===== src/rtl/io_debug_bridge_pkg.sv =====
// Shared constants, command-byte layout and FSM state type for io_debug_bridge.
package io_debug_bridge_pkg;

    localparam logic [7:0] BRIDGE_ACK   = 8'hA5;
    localparam logic [7:0] BRIDGE_ERR   = 8'hEE;

    localparam int         CMD_WR_BIT   = 7;
    localparam int         CMD_RSV_BIT  = 6;
    localparam int         CMD_ADDR_MSB = 5;
    localparam int         ADDR_W       = CMD_ADDR_MSB + 1;

    typedef enum logic [2:0] {
        IDLE,
        GETDATA,
        REQ,
        STROBE,
        WAIT_RD,
        SEND
    } state_t;

    function automatic logic [7:0] sat_inc8(input logic [7:0] v);
        return (v == 8'hFF) ? v : v + 8'd1;
    endfunction

endpackage


===== src/rtl/io_debug_bridge_if.sv =====
// Byte streams, bus arbitration and I/O port of the debug bridge.
// master = bridge side, slave = UART / core / peripheral side.
interface io_debug_bridge_if;
    import io_debug_bridge_pkg::*;

    logic [7:0]        rx_data;
    logic              rx_valid;
    logic              rx_ready;
    logic [7:0]        tx_data;
    logic              tx_valid;
    logic              tx_ready;
    logic              bus_req;
    logic              bus_gnt;
    logic              io_re;
    logic              io_we;
    logic [ADDR_W-1:0] io_a;
    logic [7:0]        io_do;
    logic [7:0]        io_di;

    modport master (
        input  rx_data, rx_valid, tx_ready, bus_gnt, io_di,
        output rx_ready, tx_data, tx_valid, bus_req, io_re, io_we, io_a, io_do
    );

    modport slave (
        output rx_data, rx_valid, tx_ready, bus_gnt, io_di,
        input  rx_ready, tx_data, tx_valid, bus_req, io_re, io_we, io_a, io_do
    );

endinterface


===== src/rtl/io_debug_bridge.sv =====
// Byte-command debug bridge: UART-style commands drive single I/O-port reads/writes.
// Define IO_BRIDGE_WRACK_EN to answer each completed write with BRIDGE_ACK.
module io_debug_bridge
    import io_debug_bridge_pkg::*;
#(
    parameter int RD_LAT      = 1,
    parameter int GNT_TIMEOUT = 255
) (
    input  logic              clk,
    input  logic              rst_n,
    io_debug_bridge_if.master bif,
    output logic              busy
);

    localparam logic [1:0] RD_LAT_C  = 2'(RD_LAT);
    localparam logic [7:0] TIMEOUT_C = 8'(GNT_TIMEOUT);

    state_t            state_q, state_d;
    logic              is_wr_q, is_wr_d;
    logic [7:0]        cnt_q, cnt_d;
    logic [1:0]        lat_q, lat_d;
    logic [ADDR_W-1:0] io_a_q, io_a_d;
    logic [7:0]        io_do_q, io_do_d;
    logic [7:0]        tx_data_q, tx_data_d;
    logic              rx_ready_q, rx_ready_d;
    logic              tx_valid_q, tx_valid_d;
    logic              bus_req_q, bus_req_d;
    logic              io_re_q, io_re_d;
    logic              io_we_q, io_we_d;
    logic              busy_q, busy_d;

    always_comb begin
        // NOTE: every _d gets a hold default first so no path leaves a latch behind.
        state_d   = state_q;
        is_wr_d   = is_wr_q;
        cnt_d     = cnt_q;
        lat_d     = lat_q;
        io_a_d    = io_a_q;
        io_do_d   = io_do_q;
        tx_data_d = tx_data_q;

        unique case (state_q)
            IDLE: begin
                if (bif.rx_valid && rx_ready_q) begin
                    io_a_d  = bif.rx_data[CMD_ADDR_MSB:0];
                    is_wr_d = bif.rx_data[CMD_WR_BIT];
                    cnt_d   = '0;
                    if (bif.rx_data[CMD_RSV_BIT]) begin
                        tx_data_d = BRIDGE_ERR;
                        state_d   = SEND;
                    end else if (bif.rx_data[CMD_WR_BIT]) begin
                        state_d = GETDATA;
                    end else begin
                        state_d = REQ;
                    end
                end
            end
            GETDATA: begin
                if (bif.rx_valid && rx_ready_q) begin
                    io_do_d = bif.rx_data;
                    cnt_d   = '0;
                    state_d = REQ;
                end
            end
            REQ: begin
                // Grant wins over a timeout landing on the same edge.
                if (bif.bus_gnt) begin
                    state_d = STROBE;
                end else begin
                    cnt_d = sat_inc8(cnt_q);
                    if (sat_inc8(cnt_q) >= TIMEOUT_C) begin
                        tx_data_d = BRIDGE_ERR;
                        state_d   = SEND;
                    end
                end
            end
            STROBE: begin
                if (is_wr_q) begin
`ifdef IO_BRIDGE_WRACK_EN
                    tx_data_d = BRIDGE_ACK;
                    state_d   = SEND;
`else
                    state_d   = IDLE;
`endif
                end else begin
                    lat_d   = 2'd1;
                    state_d = WAIT_RD;
                end
            end
            WAIT_RD: begin
                // A dropped grant here is ignored: the strobe already happened.
                if (lat_q == RD_LAT_C) begin
                    tx_data_d = bif.io_di;
                    state_d   = SEND;
                end else begin
                    lat_d = lat_q + 2'd1;
                end
            end
            SEND: begin
                if (bif.tx_ready) state_d = IDLE;
            end
            default: state_d = IDLE;
        endcase

        // Outputs are registered decodes of the next state.
        rx_ready_d = (state_d == IDLE) || (state_d == GETDATA);
        tx_valid_d = (state_d == SEND);
        bus_req_d  = (state_d == REQ) || (state_d == STROBE) || (state_d == WAIT_RD);
        io_re_d    = (state_d == STROBE) && !is_wr_d;
        io_we_d    = (state_d == STROBE) && is_wr_d;
        busy_d     = (state_d != IDLE);
    end

    always_ff @(posedge clk) begin
        // NOTE: reset is synchronous; rst_n is only looked at on the clock edge.
        if (!rst_n) begin
            state_q    <= IDLE;
            is_wr_q    <= 1'b0;
            cnt_q      <= '0;
            lat_q      <= '0;
            io_a_q     <= '0;
            io_do_q    <= '0;
            tx_data_q  <= '0;
            rx_ready_q <= 1'b0;
            tx_valid_q <= 1'b0;
            bus_req_q  <= 1'b0;
            io_re_q    <= 1'b0;
            io_we_q    <= 1'b0;
            busy_q     <= 1'b0;
        end else begin
            // NOTE: non-blocking so every flop samples pre-edge values.
            state_q    <= state_d;
            is_wr_q    <= is_wr_d;
            cnt_q      <= cnt_d;
            lat_q      <= lat_d;
            io_a_q     <= io_a_d;
            io_do_q    <= io_do_d;
            tx_data_q  <= tx_data_d;
            rx_ready_q <= rx_ready_d;
            tx_valid_q <= tx_valid_d;
            bus_req_q  <= bus_req_d;
            io_re_q    <= io_re_d;
            io_we_q    <= io_we_d;
            busy_q     <= busy_d;
        end
    end

    assign bif.rx_ready = rx_ready_q;
    assign bif.tx_data  = tx_data_q;
    assign bif.tx_valid = tx_valid_q;
    assign bif.bus_req  = bus_req_q;
    assign bif.io_re    = io_re_q;
    assign bif.io_we    = io_we_q;
    assign bif.io_a     = io_a_q;
    assign bif.io_do    = io_do_q;
    assign busy         = busy_q;

endmodule


===== src/flat_wrapper.sv =====
// flat-port wrapper written by rule: the top's interface ports become plain ports
module io_debug_bridge_flat import io_debug_bridge_pkg::*;
#(
    parameter int RD_LAT      = 1,
    parameter int GNT_TIMEOUT = 255
)
  (clk, rst_n, busy, bif_rx_data, bif_rx_valid, bif_tx_ready, bif_bus_gnt, bif_io_di, bif_rx_ready, bif_tx_data, bif_tx_valid, bif_bus_req, bif_io_re, bif_io_we, bif_io_a, bif_io_do);
  io_debug_bridge_if bif_i ();
  input  logic clk;
  input  logic rst_n;
  output logic busy;
  input wire logic [$bits(bif_i.rx_data)-1:0] bif_rx_data;
  input wire logic [$bits(bif_i.rx_valid)-1:0] bif_rx_valid;
  input wire logic [$bits(bif_i.tx_ready)-1:0] bif_tx_ready;
  input wire logic [$bits(bif_i.bus_gnt)-1:0] bif_bus_gnt;
  input wire logic [$bits(bif_i.io_di)-1:0] bif_io_di;
  output wire logic [$bits(bif_i.rx_ready)-1:0] bif_rx_ready;
  output wire logic [$bits(bif_i.tx_data)-1:0] bif_tx_data;
  output wire logic [$bits(bif_i.tx_valid)-1:0] bif_tx_valid;
  output wire logic [$bits(bif_i.bus_req)-1:0] bif_bus_req;
  output wire logic [$bits(bif_i.io_re)-1:0] bif_io_re;
  output wire logic [$bits(bif_i.io_we)-1:0] bif_io_we;
  output wire logic [$bits(bif_i.io_a)-1:0] bif_io_a;
  output wire logic [$bits(bif_i.io_do)-1:0] bif_io_do;
  assign bif_i.rx_data = bif_rx_data;
  assign bif_i.rx_valid = bif_rx_valid;
  assign bif_i.tx_ready = bif_tx_ready;
  assign bif_i.bus_gnt = bif_bus_gnt;
  assign bif_i.io_di = bif_io_di;
  assign bif_rx_ready = bif_i.rx_ready;
  assign bif_tx_data = bif_i.tx_data;
  assign bif_tx_valid = bif_i.tx_valid;
  assign bif_bus_req = bif_i.bus_req;
  assign bif_io_re = bif_i.io_re;
  assign bif_io_we = bif_i.io_we;
  assign bif_io_a = bif_i.io_a;
  assign bif_io_do = bif_i.io_do;
  io_debug_bridge #(.RD_LAT(RD_LAT), .GNT_TIMEOUT(GNT_TIMEOUT)) u_core (.clk(clk), .rst_n(rst_n), .bif(bif_i), .busy(busy));
endmodule

===== config.mk =====
export PLATFORM = sky130hd
export DESIGN_NAME = io_debug_bridge_flat
export DESIGN_NICKNAME = d
export VERILOG_FILES = /design/src/rtl/io_debug_bridge_pkg.sv /design/src/rtl/io_debug_bridge_if.sv /design/src/rtl/io_debug_bridge.sv /design/src/flat_wrapper.sv
export SDC_FILE = /design/constraint.sdc
export NUM_CORES = 1
export LEC_CHECK = 0
export BUFFER_PORTS_ARGS = -buffer_cell sky130_fd_sc_hd__clkbuf_2
export CORE_ASPECT_RATIO = 0.6
export CORE_MARGIN = 4
export CORE_UTILIZATION = 47
export DETAILED_ROUTE_END_ITERATION = 7
export PLACE_DENSITY_LB_ADDON = 0.15
export SLEW_MARGIN = 20
export SYNTH_ARGS = -nofsm -noshare
export SYNTH_HDL_FRONTEND = slang
export SYNTH_SLANG_ARGS = --single-unit

===== constraint.sdc =====
create_clock -name clk -period 2.63 [get_ports clk]
set_clock_uncertainty 0.15 [all_clocks]
set_input_delay 0.1315 -clock clk [delete_from_list [all_inputs] [get_ports clk]]
set_output_delay 0.1315 -clock clk [all_outputs]
set_load 0.01 [all_outputs]

After elaboration in Yosys (flattened, before gate mapping)
Cells that the tools add are included.

Reduce and logical (&&, ||, !) cells: 19. Eq/ne operators: 20. Mux-type cells: 25. Order comparisons: 1. Add/subtract/negate cells: 2.

Operator list (number): $mux 8 (8); $mux 3 (8); $pmux 8 s3 (1); $pmux 3 s6 (1); $pmux 8 s2 (1); $eq 3x2->1 const B (4); $eq 3x3->1 const B (4); $add 8x1->8 const B (1); $eq 8x8->1 const B (1); $ge 8x8->1 const B (1); $ne 2x1->1 const B (4); $ne 2x2->1 const B (4); $eq 3x1->1 const B (2); $logic_not 3->1 (2); $mux 2 (3); $reduce_and 3->1 (2); $reduce_and 6->1 (1); $reduce_bool 3->1 (2); $pmux 2 s2 (1); $reduce_and 2->1 (2); $reduce_bool 2->1 (2); $logic_and 1x1->1 (3); $logic_or 1x1->1 (3); $add 2x1->2 const B (1); other kinds (4) (5).

Logic and storage cells: 80. Flip-flop bits (word level): 42. Output and inout bits: 28. Input port bits: 21.

Logic depth before layout (Yosys ltp)
Gate-level depths: netlist (run 1).

Word-level depth: 9. Mapped depth: 8. Mapped depth without buffers: 8.

Least setup slack after synthesis (run 1)
No wires, ideal clock.

Kind: register -> register. Start: register u_core.cnt_q[1]. End: register u_core.tx_data_q[0], in the netlist u_core.bif.tx_data[0]. Clock period less this slack: 2.499 ns. Setup time: 0.072 ns. Arrival time: 2.277 ns. Data required time: 2.408 ns. Path buffers: 1. Slack: 0.131 ns. Cell stages (with the launch flop): 9. Cells stage by stage: dfxtp_1 ha_1 nand3_2 or2_1 buf_2 o22ai_4 o211ai_4 o41ai_4 mux2i_1.

Longest elaborated chain between the ends: 5. Elaborated cells between the ends (all ways): 6. Those cells by class: add/sub (1); order compare (1); eq/ne (2); mux (1); reduce/logical (1).

Ends and longest elaborated chain: from (decl) (RTL line io_debug_bridge.sv:20) `logic [7:0] cnt_q, cnt_d;`; from (signal assigned) (RTL line io_debug_bridge.sv:134) `cnt_q <= cnt_d;`; $add 8x1->8 / $eq 8x8->1 (equally long branches) (RTL line io_debug_bridge_pkg.sv:22) `return (v == 8'hFF) ? v : v + 8'd1;`; $mux 8 * (RTL line io_debug_bridge_pkg.sv:22); $ge 8x8->1 * (RTL line io_debug_bridge.sv:71) `if (sat_inc8(cnt_q) >= TIMEOUT_C) begin`; $ne 2x1->1 (no line) *; $reduce_and 6->1 (no line) *; to (signal assigned) (RTL line io_debug_bridge.sv:138) `tx_data_q <= tx_data_d;`; to (decl) (RTL line io_debug_bridge.sv:24) `logic [7:0] tx_data_q, tx_data_d;`.

Every way passes the cells marked *; elsewhere a longest branch is shown, timed or not. A chain may end at the register's enable or synchronous reset.

Final worst setup path (run 1)
Start: register u_core.cnt_q[1]. End: register u_core.tx_data_q[4], in the netlist u_core.bif.tx_data[4].

The elaborated chain is that of the path after synthesis.

==> out/metrics.sh, run 1 <==
POSTSYNTH.ASYNCRESETSHARE=0
MAXCLOCKFREQUENCY_GHz=0.407
WORST_SETUP_EP_TYPE='register'
ANTENNA_LEFT=0
AREA_OF_THE_MULTI_INPUT_GATES_UM2=1060
DRT-VIAS-PER-INSTANCE=5.27
TIMING.MAX_CAP.VIOLATIONS=0
FINAL.MIN_CLOCK_PERIOD_PS=2460
FIN_HOLD_WS_PS=7.22
SYNTH_TOP_CELL_BY_AREA='dfxtp_1'
HIGHEST_COUNT_CELLS_IN_THE_LAYOUT_IGNORING_FILL_AND_TAPS='clkbuf_2, dfxtp_1, nand2_1, nor2_1'
CLK_LATENCY_PS=280
WORSTSETUPSTARTPOINTTYPE='register'
FLOORPLAN.CORE_AREA_UM2=3850
SYNTH_COMPOUND_AREA_FRAC=0.196
SYNTH_AREA_PER_CELL_UM2=8.56
SYNTH_FP_NETS=253
YOSYSWARNINGS=0
ROUTED_WL_UM=4740
FIN_NETS=320
POSTSYNTH.TOPFLOPCELL='dfxtp_1'
DIE_W_UM=91.6
DIE_Y_UM=58.1
GROUTE.USAGE.OVERALL=0.178
VDD.IR_DROP.WORST_V=0.000398
PLACE.DETAILED.HPWL_UM=3390
HTREE_LEVELS=2
CTS.SINK_COUNT=42
WIRE_LENGTH_OF_THE_FIRST_GLOBAL_ROUTING_PASS_UM=7630
CP_DATA_ARRIVAL_TIME_PS=2510
WORSTSETUPSTARTPOINT='u_core.cnt_q[1]'
PRE_CTS_WS_PS=207
GLOBALROUTE.TOTALOVERFLOW=0
REMAINING_DRC_ERRORS=0
ANTENNA_DIODE_COUNT=0
CTS_TREE='built'
ITERATION_COUNT_OF_THE_INITIAL_DETAILED_ROUTING_PASS=4
GP_CONGESTION=0.894
POST_SYNTH_AND_OR_NAND_NOR_AREA_FRACTION=0.238
POWER_DENSITY_nW_PER_UM2=527
YOSYS.AREA_SHARE.ADDER=0.0127
GRT_START_MAX_NET_PINS=27
NUMBER_OF_CLOCK_BUFFERS_INSERTED_BY_TRITONCTS=5
YOSYS.CELL_TYPES.COUNT=44
ROWS=17
CRITPATHKIND='register to register'
SYNTH_TOP_AREA_FRAC=0.427
MIN_PERIOD_OVER_PERIOD=0.934
TIMING_WORST_SLEW_PIN_VALUE_PS=469
DETAIL_ROUTE.ITER0.VIOLATIONS=112
LAYOUT.CELLS.MOST_COMMON='clkbuf_2'
CP_MAX_FO=8
FILL_CELLS=338
CTS_ROOT_BUF='clkbuf_8'
SETUP_SLACK_PS=174
LAYOUT.AREA.SEQ_UM2=841
OUTCOME='complete, no violations'
INITIAL_CORE_UTIL=0.512
GRTUSAGEMET2=0.236
SETUP_TNS_PS=0
AREA_GROWTH_PCT=28.7
GRT.MET1_USAGE=0.269
HOLD_CLASS='input pin to register'
PART_OF_THE_YOSYS_AREA_USED_FOR_SEQUENTIAL_ELEMENTS=0.427
NUM_IO_PINS=49
HOLD_PATH.STARTPOINT='bif_io_di[7]'
LAYER_CARRYING_THE_MOST_GLOBAL_ROUTE_USAGE='met1'
SYNTH_ENABLE_FLOP_CELLS=0
M3_GR_USAGE=0.0739
BEGINNING_OF_THE_WORST_REGISTER_TO_REGISTER_PATH='u_core.cnt_q[1]'
AVGROUTEDWIREPERCELL_UM=13.4
ROUTED-VIA-COUNT=1867
YS_SEQ_ELEMENTS=42
TIMING.MAX_SLEW.REL_SLACK=0.687
POST_SYNTH_XOR_AREA_FRACTION=0.00445
RSZ0062_AT_GRT='no'
ANTENNA_FOUND_INITIAL=0
YS_TOP_CELLS_BY_AREA='dfxtp_1, mux2i_1, nand2_1'
POST_SYNTH_INST_COUNT=230
FINAL_LAYOUT_SIZE_SUFFIX_GT1_FRAC=0.232
CRIT_REQUIRED_PS=2690
REPORT.FINAL.SETUP_VIOL=0
COMBINATIONAL_FAMILY_WITH_THE_MOST_AREA_AFTER_SYNTHESIS='simple AND/OR/NAND/NOR gates'
POWER.LEAKAGE_nW=1.01
FINAL-MAX-SLEW-VIOLATION-COUNT=0
CLOCK_INPUT_TRANSITION_AT_THE_SEQUENTIAL_CELLS_OF_THE_WORST_SETUP_AND_HOLD_PATHS_PS=70
SYN_AREA_UM2=1970
DIEAREA_UM2=5320
POST_SYNTH_MUX_AREA_SHARE=0.0864
CTS_MAX_PATH_BUFFERS=2
NUMPORTBUFFERS=48
FIRST_GLOBAL_VIAS=1599
FINALHOLDVIOLCOUNT=0
## where the power goes
part	internal [mW]	switching (mW)
sequential	0.670	0.0253
combinational	0.115	0.141
clock	0.183	0.200
## synth_stat cells, types with 2 or more instances
| master | n |
|---|---|
| dfxtp_1 | 42 |
| nand2_1 | 31 |
| nor2_1 | 22 |
| a21oi_1 | 17 |
| mux2i_1 | 17 |
| nand3_1 | 11 |
| o21ai_0 | 11 |
| clkbuf_1 | 9 |
| inv_1 | 7 |
| nor3_1 | 6 |
| o21ai_1 | 6 |
| nand2b_1 | 4 |
| nand4_1 | 4 |
| a211oi_1 | 3 |
| a31oi_1 | 3 |
| nor2b_1 | 3 |
| o21a_1 | 3 |
| buf_2 | 2 |
| ha_1 | 2 |
| or2_1 | 2 |
| or3_1 | 2 |
## repair_timing
item                                   in CTS  in global routing
buffers inserted                            0                  0
resized for setup                           0                  0
hold buffers                               14                  0
endpoints found under the hold margin      20                  0
## cell type report
class | count | share of cell area
inverters | 7 | 0.0104
clock buffers | 7 | 0.0301
repair buffers | 71 | 0.182
multi-input cells | 170 | 0.418
well taps | 57 | 0.0281
flip-flops and latches | 42 | 0.332
## per-layer routing
layer | up-vias | wire [µm]
met4 | 0 | 11
li1 | 949 | -
met3 | 2 | 439
met2 | 78 | 1830
met5 | - | 0
met1 | 838 | 2460
## cell families after synthesis
| group | count (synthesis) |
|---|---|
| buffers and inverters | 18 |
| AO/OA/AOI/OAI | 55 |
| XOR/XNOR | 1 |
| flip-flops | 42 |
| multiplexers | 17 |
| adder cells (fa/ha/maj) | 2 |
| AND/OR/NAND/NOR | 95 |
## worst max-delay path: stages, from the launching register on
cell and delay, ps:
dfxtp_1 440, ha_1 230, nand3_2 120, or2_1 350, o22ai_4 230, o211ai_4 130
o41ai_4 360, buf_12 180, mux2i_1 200
## registers in the layout (all words and copies together), names as in the netlist
| signal | count |
|---|---|
| u_core.bif.rx_ready | 1 |
| u_core.state_q | 3 |
| u_core.busy | 1 |
| u_core.bif.io_a | 6 |
| u_core.lat_q | 2 |
| u_core.bif.io_do | 8 |
| u_core.bif.io_we | 1 |
| u_core.bif.bus_req | 1 |
| u_core.is_wr_q | 1 |
| u_core.cnt_q | 8 |
| u_core.bif.tx_valid | 1 |
| u_core.bif.io_re | 1 |
| u_core.bif.tx_data | 8 |
## metrics by stage
stage / utilization / power (mW) / area, µm² / cells
finish: 0.658 / 1.33 / 2530 / 354
global route: 0.658 / 1.40 / 2530 / 354
CTS: 0.658 / 1.34 / 2530 / 354
detailed placement: 0.602 / 0.946 / 2320 / 333
global placement: 0.602 / 0.946 / 2320 / 333
floorplan: - / 0.852 / 1970 / 230
## worst paths after layout
kind	endpoint	slack [ps]	cells after the start
max	u_core.bif.tx_data[4]	170	8
min	u_core.bif.tx_data[7]	7	3
min reg2reg	u_core.bif.tx_data[3]	310	2
max reg2reg	u_core.bif.tx_data[4]	170	8
No activity file was read; power rests on OpenSTA's default activity.
==> run 2, diff against run 1 <==
- CORE_UTILIZATION: 47 -> 40
- CTS_CLUSTER_SIZE: unset -> 25
==> out/metrics.sh, run 2 (synthesized netlist as in run 1, its figures left out) <==
CRIT_REQUIRED_PS=2700
POWER_DENSITY_nW_PER_UM2=532
ROUTED-VIA-COUNT=1852
FINAL_LAYOUT_SIZE_SUFFIX_GT1_FRAC=0.231
FIN_NETS=317
REMAINING_DRC_ERRORS=0
NUM_IO_PINS=49
FINAL.MIN_CLOCK_PERIOD_PS=2460
FINAL-MAX-SLEW-VIOLATION-COUNT=0
TIMING.MAX_SLEW.REL_SLACK=0.679
CP_CELL_SEQUENCE='ha_1 -> nand3_2 -> or2_1 -> o22ai_4 -> o211ai_4 -> o41ai_4 -> buf_4 -> mux2i_1'
MIN_PERIOD_OVER_PERIOD=0.934
DIEAREA_UM2=6150
TIMING.MAX_CAP.VIOLATIONS=0
FINAL_CORE_UTILIZATION=0.538
WORSTSETUPSTARTPOINTTYPE='register'
POST_DP_CELL_AREA_UM2=2300
DRT-VIAS-PER-INSTANCE=5.19
ANTENNA_FOUND_INITIAL=0
WORST_SETUP_EP_TYPE='register'
FLOORPLAN.CORE_AREA_UM2=4660
ROWS=19
GRT_START_MAX_NET_PINS=26
CP_DATA_ARRIVAL_TIME_PS=2520
FILL_CELLS=458
GROUTE.USAGE.OVERALL=0.166
ANTENNA_DIODE_COUNT=0
AVGROUTEDWIREPERCELL_UM=13.9
CTS_ROOT_BUF='clkbuf_8'
GP_CONGESTION=0.862
CTS_TREE='built'
FIRST_GLOBAL_VIAS=1677
RSZ0062_AT_GRT='no'
CRITICAL_PATH.MAX_STAGE_DELAY_PS=420
ANTENNA_LEFT=0
GLOBALROUTE.TOTALOVERFLOW=0
FIN_AREA_UM2=2500
WIRE_LENGTH_OF_THE_FIRST_GLOBAL_ROUTING_PASS_UM=8290
NUMBER_OF_CLOCK_BUFFERS_INSERTED_BY_TRITONCTS=5
HIGHEST_COUNT_CELLS_IN_THE_LAYOUT_IGNORING_FILL_AND_TAPS='clkbuf_2, dfxtp_1, nand2_1, nor2_1'
HOLD_CLASS='input pin to register'
CTS_MAX_PATH_BUFFERS=2
TIMING_WORST_SLEW_PIN_VALUE_PS=481
LAYOUT.AREA.SEQ_UM2=842
FINALHOLDVIOLCOUNT=0
ROUTED_WL_UM=4960
PLACE.DETAILED.HPWL_UM=3470
CP_MAX_FO=8
DIE_Y_UM=62.4
VDD.IR_DROP.WORST_V=0.000200
INITIAL_CORE_UTIL=0.423
CRIT_PATH_TOP_DELAY_CELL='dfxtp_1'
REPORT.FINAL.SETUP_VIOL=0
NUMPORTBUFFERS=48
POWER.LEAKAGE_nW=0.996
HTREE_LEVELS=2
CTS.SINK_COUNT=42
SETUP_TNS_PS=0
CLK_LATENCY_PS=290
AREA_OF_THE_MULTI_INPUT_GATES_UM2=1060
MAXCLOCKFREQUENCY_GHz=0.407
LAYOUT.CELLS.MOST_COMMON='clkbuf_2'
CLOCK_INPUT_TRANSITION_AT_THE_SEQUENTIAL_CELLS_OF_THE_WORST_SETUP_AND_HOLD_PATHS_PS=70
DETAIL_ROUTE.ITER0.VIOLATIONS=126
AREA_GROWTH_PCT=27.2
CRITPATHKIND='register to register'
DIE_W_UM=98.6
ITERATION_COUNT_OF_THE_INITIAL_DETAILED_ROUTING_PASS=4
OUTCOME='complete, no violations'
## run 2: cell types whose count changed in the layout (fill, tap and decap cells not counted), sizes merged
cell	previous run	this run
buf	9	7
dlygate4sd3	14	13
## run 2: worst max-delay path: cells and delay by family (launching register included)
kind / cells / cell delay, ps
buffers and inverters: 1 / 240
AOI/OAI and AO/OA: 3 / 660
DFF: 1 / 420
muxes: 1 / 200
adders and majority gates: 1 / 230
and+or+nand+nor: 2 / 480
## run 2: metal layers
metal	vias to the layer above	GRT usage	wire length, µm	share of wire
li1	943	-	-	-
met4	0	0.0358	43	0.0087
met3	7	0.0649	442	0.089
met2	72	0.214	1870	0.38
met1	830	0.253	2610	0.53
met5	-	0	0	0
## run 2: what timing repair did
item                       CTS  global route
gates resized for setup      0             1
hold buffers                13             0
buffers inserted             0             0
setup endpoints to repair    0             8
hold endpoints to repair    19             0
## run 2: cell type report
cell class              instances  share of cell area
multi-input cells             170               0.423
flip-flops and latches         42               0.336
repair buffers                 68               0.169
well taps                      63              0.0315
clock buffers                   7              0.0305
inverters                       7              0.0105
## run 2: stage by stage
stage          cells  power (mW)  setup slack, ps  hold WS [ps]
3_5_place_dp     337       0.941              178           238
2_1_floorplan    230       0.852              131           129
5_1_grt          357        1.41             31.9          41.1
4_1_cts          357        1.34              160          1.99
6_report         357        1.33              175          3.24
3_3_place_gp     337       0.940              268           237
## run 2: report_power, final
group          switching [mW]  internal (mW)
sequential             0.0266          0.670
combinational           0.140          0.107
clock                   0.206          0.183
total                   0.373          0.960
## run 2: final timing paths
| path | slack, ps | to | depth (start not counted) | from |
|---|---|---|---|---|
| max | 170 | u_core.bif.tx_data[1] | 8 | u_core.cnt_q[0] |
| max reg2reg | 170 | u_core.bif.tx_data[1] | 8 | u_core.cnt_q[0] |
| min | 3 | u_core.bif.tx_data[5] | 3 | bif_io_di[5] |
| min reg2reg | 310 | u_core.bif.tx_data[7] | 2 | u_core.bif.tx_data[7] |
==> run 3, diff against run 2 <==
- ABC_AREA: unset -> 1
==> out/metrics.sh, run 3 <==
OUTCOME='complete, no violations'
FLOORPLAN.CORE_AREA_UM2=4730
LAYOUT.AREA.SEQ_UM2=841
CTS_ROOT_BUF='clkbuf_8'
DIE_Y_UM=63.2
GROUTE.USAGE.OVERALL=0.165
CP_MAX_FO=18
HIGHEST_COUNT_CELLS_IN_THE_LAYOUT_IGNORING_FILL_AND_TAPS='nand2_1, nor2_1, clkbuf_2, dfxtp_1, inv_1'
TIMING.MAX_CAP.VIOLATIONS=0
SETUP_SLACK_PS=540
FINALHOLDVIOLCOUNT=0
TIMING.MAX_SLEW.REL_SLACK=0.718
CTS.SINK_COUNT=42
VDD.IR_DROP.WORST_V=0.000366
FILL_CELLS=478
CRITPATHKIND='register to register'
ITERATION_COUNT_OF_THE_INITIAL_DETAILED_ROUTING_PASS=7
SYNTH_MOST_COMMON_CELL='nand2_1'
FIRST_GLOBAL_VIAS=1797
MIN_PERIOD_OVER_PERIOD=0.795
FINAL-MAX-SLEW-VIOLATION-COUNT=0
FIN_NETS=369
DRT-VIAS-PER-INSTANCE=4.75
POSTSYNTH.TOPFLOPCELL='dfxtp_1'
AREA_GROWTH_PCT=21.6
NUMBER_OF_CLOCK_BUFFERS_INSERTED_BY_TRITONCTS=5
WIRE_LENGTH_OF_THE_FIRST_GLOBAL_ROUTING_PASS_UM=8380
POST_SYNTH_INST_COUNT=286
YOSYSWARNINGS=0
ROWS=19
SYNTH_TOP_CELL_BY_AREA='dfxtp_1'
ANTENNA_FOUND_INITIAL=0
POSTSYNTH.ASYNCRESETSHARE=0
SYN_AREA_UM2=2030
DETAIL_ROUTE.ITER0.VIOLATIONS=143
POWER.LEAKAGE_nW=1.17
TIMING_WORST_SLEW_PIN_VALUE_PS=422
MAXCLOCKFREQUENCY_GHz=0.479
REPORT.FINAL.SETUP_VIOL=0
HOLD_BUFFERS=7
GP_CONGESTION=0.821
CTS_RESIZED=0
CRIT_REQUIRED_PS=2650
REMAINING_DRC_ERRORS=0
HTREE_LEVELS=2
CTS_MAX_PATH_BUFFERS=2
YOSYS-TOP-CELLS-COUNT='nand2_1, nor2_1, dfxtp_1'
DIEAREA_UM2=6330
FINAL_LAYOUT_SIZE_SUFFIX_GT1_FRAC=0.257
INITIAL_CORE_UTIL=0.430
YOSYS.CELL_TYPES.COUNT=27
CP_DATA_ARRIVAL_TIME_PS=2110
ANTENNA_LEFT=0
YS_TOP_CELLS_BY_AREA='dfxtp_1, nand2_1, nor2_1'
AVGROUTEDWIREPERCELL_UM=12.1
NUMPORTBUFFERS=48
CLK_LATENCY_PS=280
SYNTH_AREA_PER_CELL_UM2=7.11
POSTCTSSETUPBUFFERS=0
PRE_CTS_WS_PS=546
FIN_HOLD_WS_PS=7.16
ANTENNA_DIODE_COUNT=0
SETUP_TNS_PS=0
FIN_AREA_UM2=2470
PART_OF_THE_YOSYS_AREA_USED_FOR_SEQUENTIAL_ELEMENTS=0.414
CTS_TREE='built'
WORST_SETUP_EP_TYPE='register'
WORSTSETUPSTARTPOINTTYPE='register'
POWER_DENSITY_nW_PER_UM2=742
NUM_IO_PINS=49
POST_DP_CELL_AREA_UM2=2330
YS_SEQ_ELEMENTS=42
POST-LAYOUT-TOTAL-POWER_mW=1.83
AREA_OF_THE_MULTI_INPUT_GATES_UM2=1020
ROUTED_WL_UM=4970
DIE_W_UM=100
FINAL.MIN_CLOCK_PERIOD_PS=2090
RSZ0062_AT_GRT='no'
HOLD_CLASS='input pin to register'
ROUTED-VIA-COUNT=1941
SYNTH_FP_NETS=309
GRT_START_MAX_NET_PINS=28
GLOBALROUTE.TOTALOVERFLOW=0
PLACE.DETAILED.HPWL_UM=3760
SYNTH_TOP_AREA_FRAC=0.414
SYNTH_ENABLE_FLOP_CELLS=0
CLOCK_INPUT_TRANSITION_AT_THE_SEQUENTIAL_CELLS_OF_THE_WORST_SETUP_AND_HOLD_PATHS_PS=70
LAYOUT.CELLS.MOST_COMMON='nand2_1'
==> run 3: changes by cell type after synthesis, sizes merged, moves of 6 or more <==
| cell | delta |
|---|---|
| inv | +21 |
| mux2i | -17 |
| nand2 | +41 |
| nand3 | +10 |
| clkbuf | -6 |
| nor2 | +39 |
==> run 3: layout make-up <==
class,count,share of cell area
multi-input cells,209,0.414
flip-flops and latches,42,0.340
repair buffers,60,0.141
inverters,28,0.0425
well taps,63,0.0319
clock buffers,7,0.0309
==> run 3: path summary, 6_finish.rpt <==
kind / end / slack (ps) / from / cells past startpoint
max: u_core.busy / 540 / u_core.cnt_q[0] / 12
min: u_core.bif.io_do[7] / 7 / bif_rx_data[7] / 3
max reg2reg: u_core.busy / 540 / u_core.cnt_q[0] / 12
min reg2reg: u_core.lat_q[1] / 320 / u_core.lat_q[1] / 2
==> run 3: where the power goes <==
group          internal (mW)  switching, mW  leakage [nW]
registers              0.750         0.0749         0.342
logic                  0.250          0.379         0.788
clock network          0.183          0.197        0.0383
==> run 3: per-layer routing <==
| layer | part of all wire | vias up | track usage | routed length, µm |
|---|---|---|---|---|
| li1 | - | 1028 | - | - |
| met1 | 0.53 | 842 | 0.261 | 2640 |
| met2 | 0.37 | 69 | 0.208 | 1830 |
| met3 | 0.094 | 2 | 0.0529 | 465 |
| met4 | 0.0046 | 0 | 0.0403 | 23 |
| met5 | 0 | - | 0 | 0 |
==> run 3: logic make-up (layout without fill, tap and decap cells) <==
family                   count (synthesis)  after routing  share of synthesized area
adder cells (fa/ha/maj)                  2              2                     0.0123
XOR/XNOR                                 1              1                    0.00431
AO/OA/AOI/OAI                           43             43                      0.126
buffers and inverters                   35             95                     0.0831
AND/OR/NAND/NOR                        163            163                      0.361
flip-flops                              42             42                      0.414
==> run 3: stage by stage <==
| step | cells | util |
|---|---|---|
| floorplan | 286 | - |
| global placement | 395 | 0.492 |
| detailed placement | 395 | 0.492 |
| CTS | 409 | 0.523 |
| global route | 409 | 0.523 |
| finish | 409 | 0.523 |
==> run 3: critical path, cell delays in order (launching register included) <==
cell	delay [ps]
dfxtp_1	410
ha_1	210
nand2_2	90
nor2_4	150
nand2_4	100
nand2_1	130
nand2_2	80
nor2_4	120
nand2_2	70
nand2_4	200
nand2_1	110
nand2_1	100
nand3_1	70
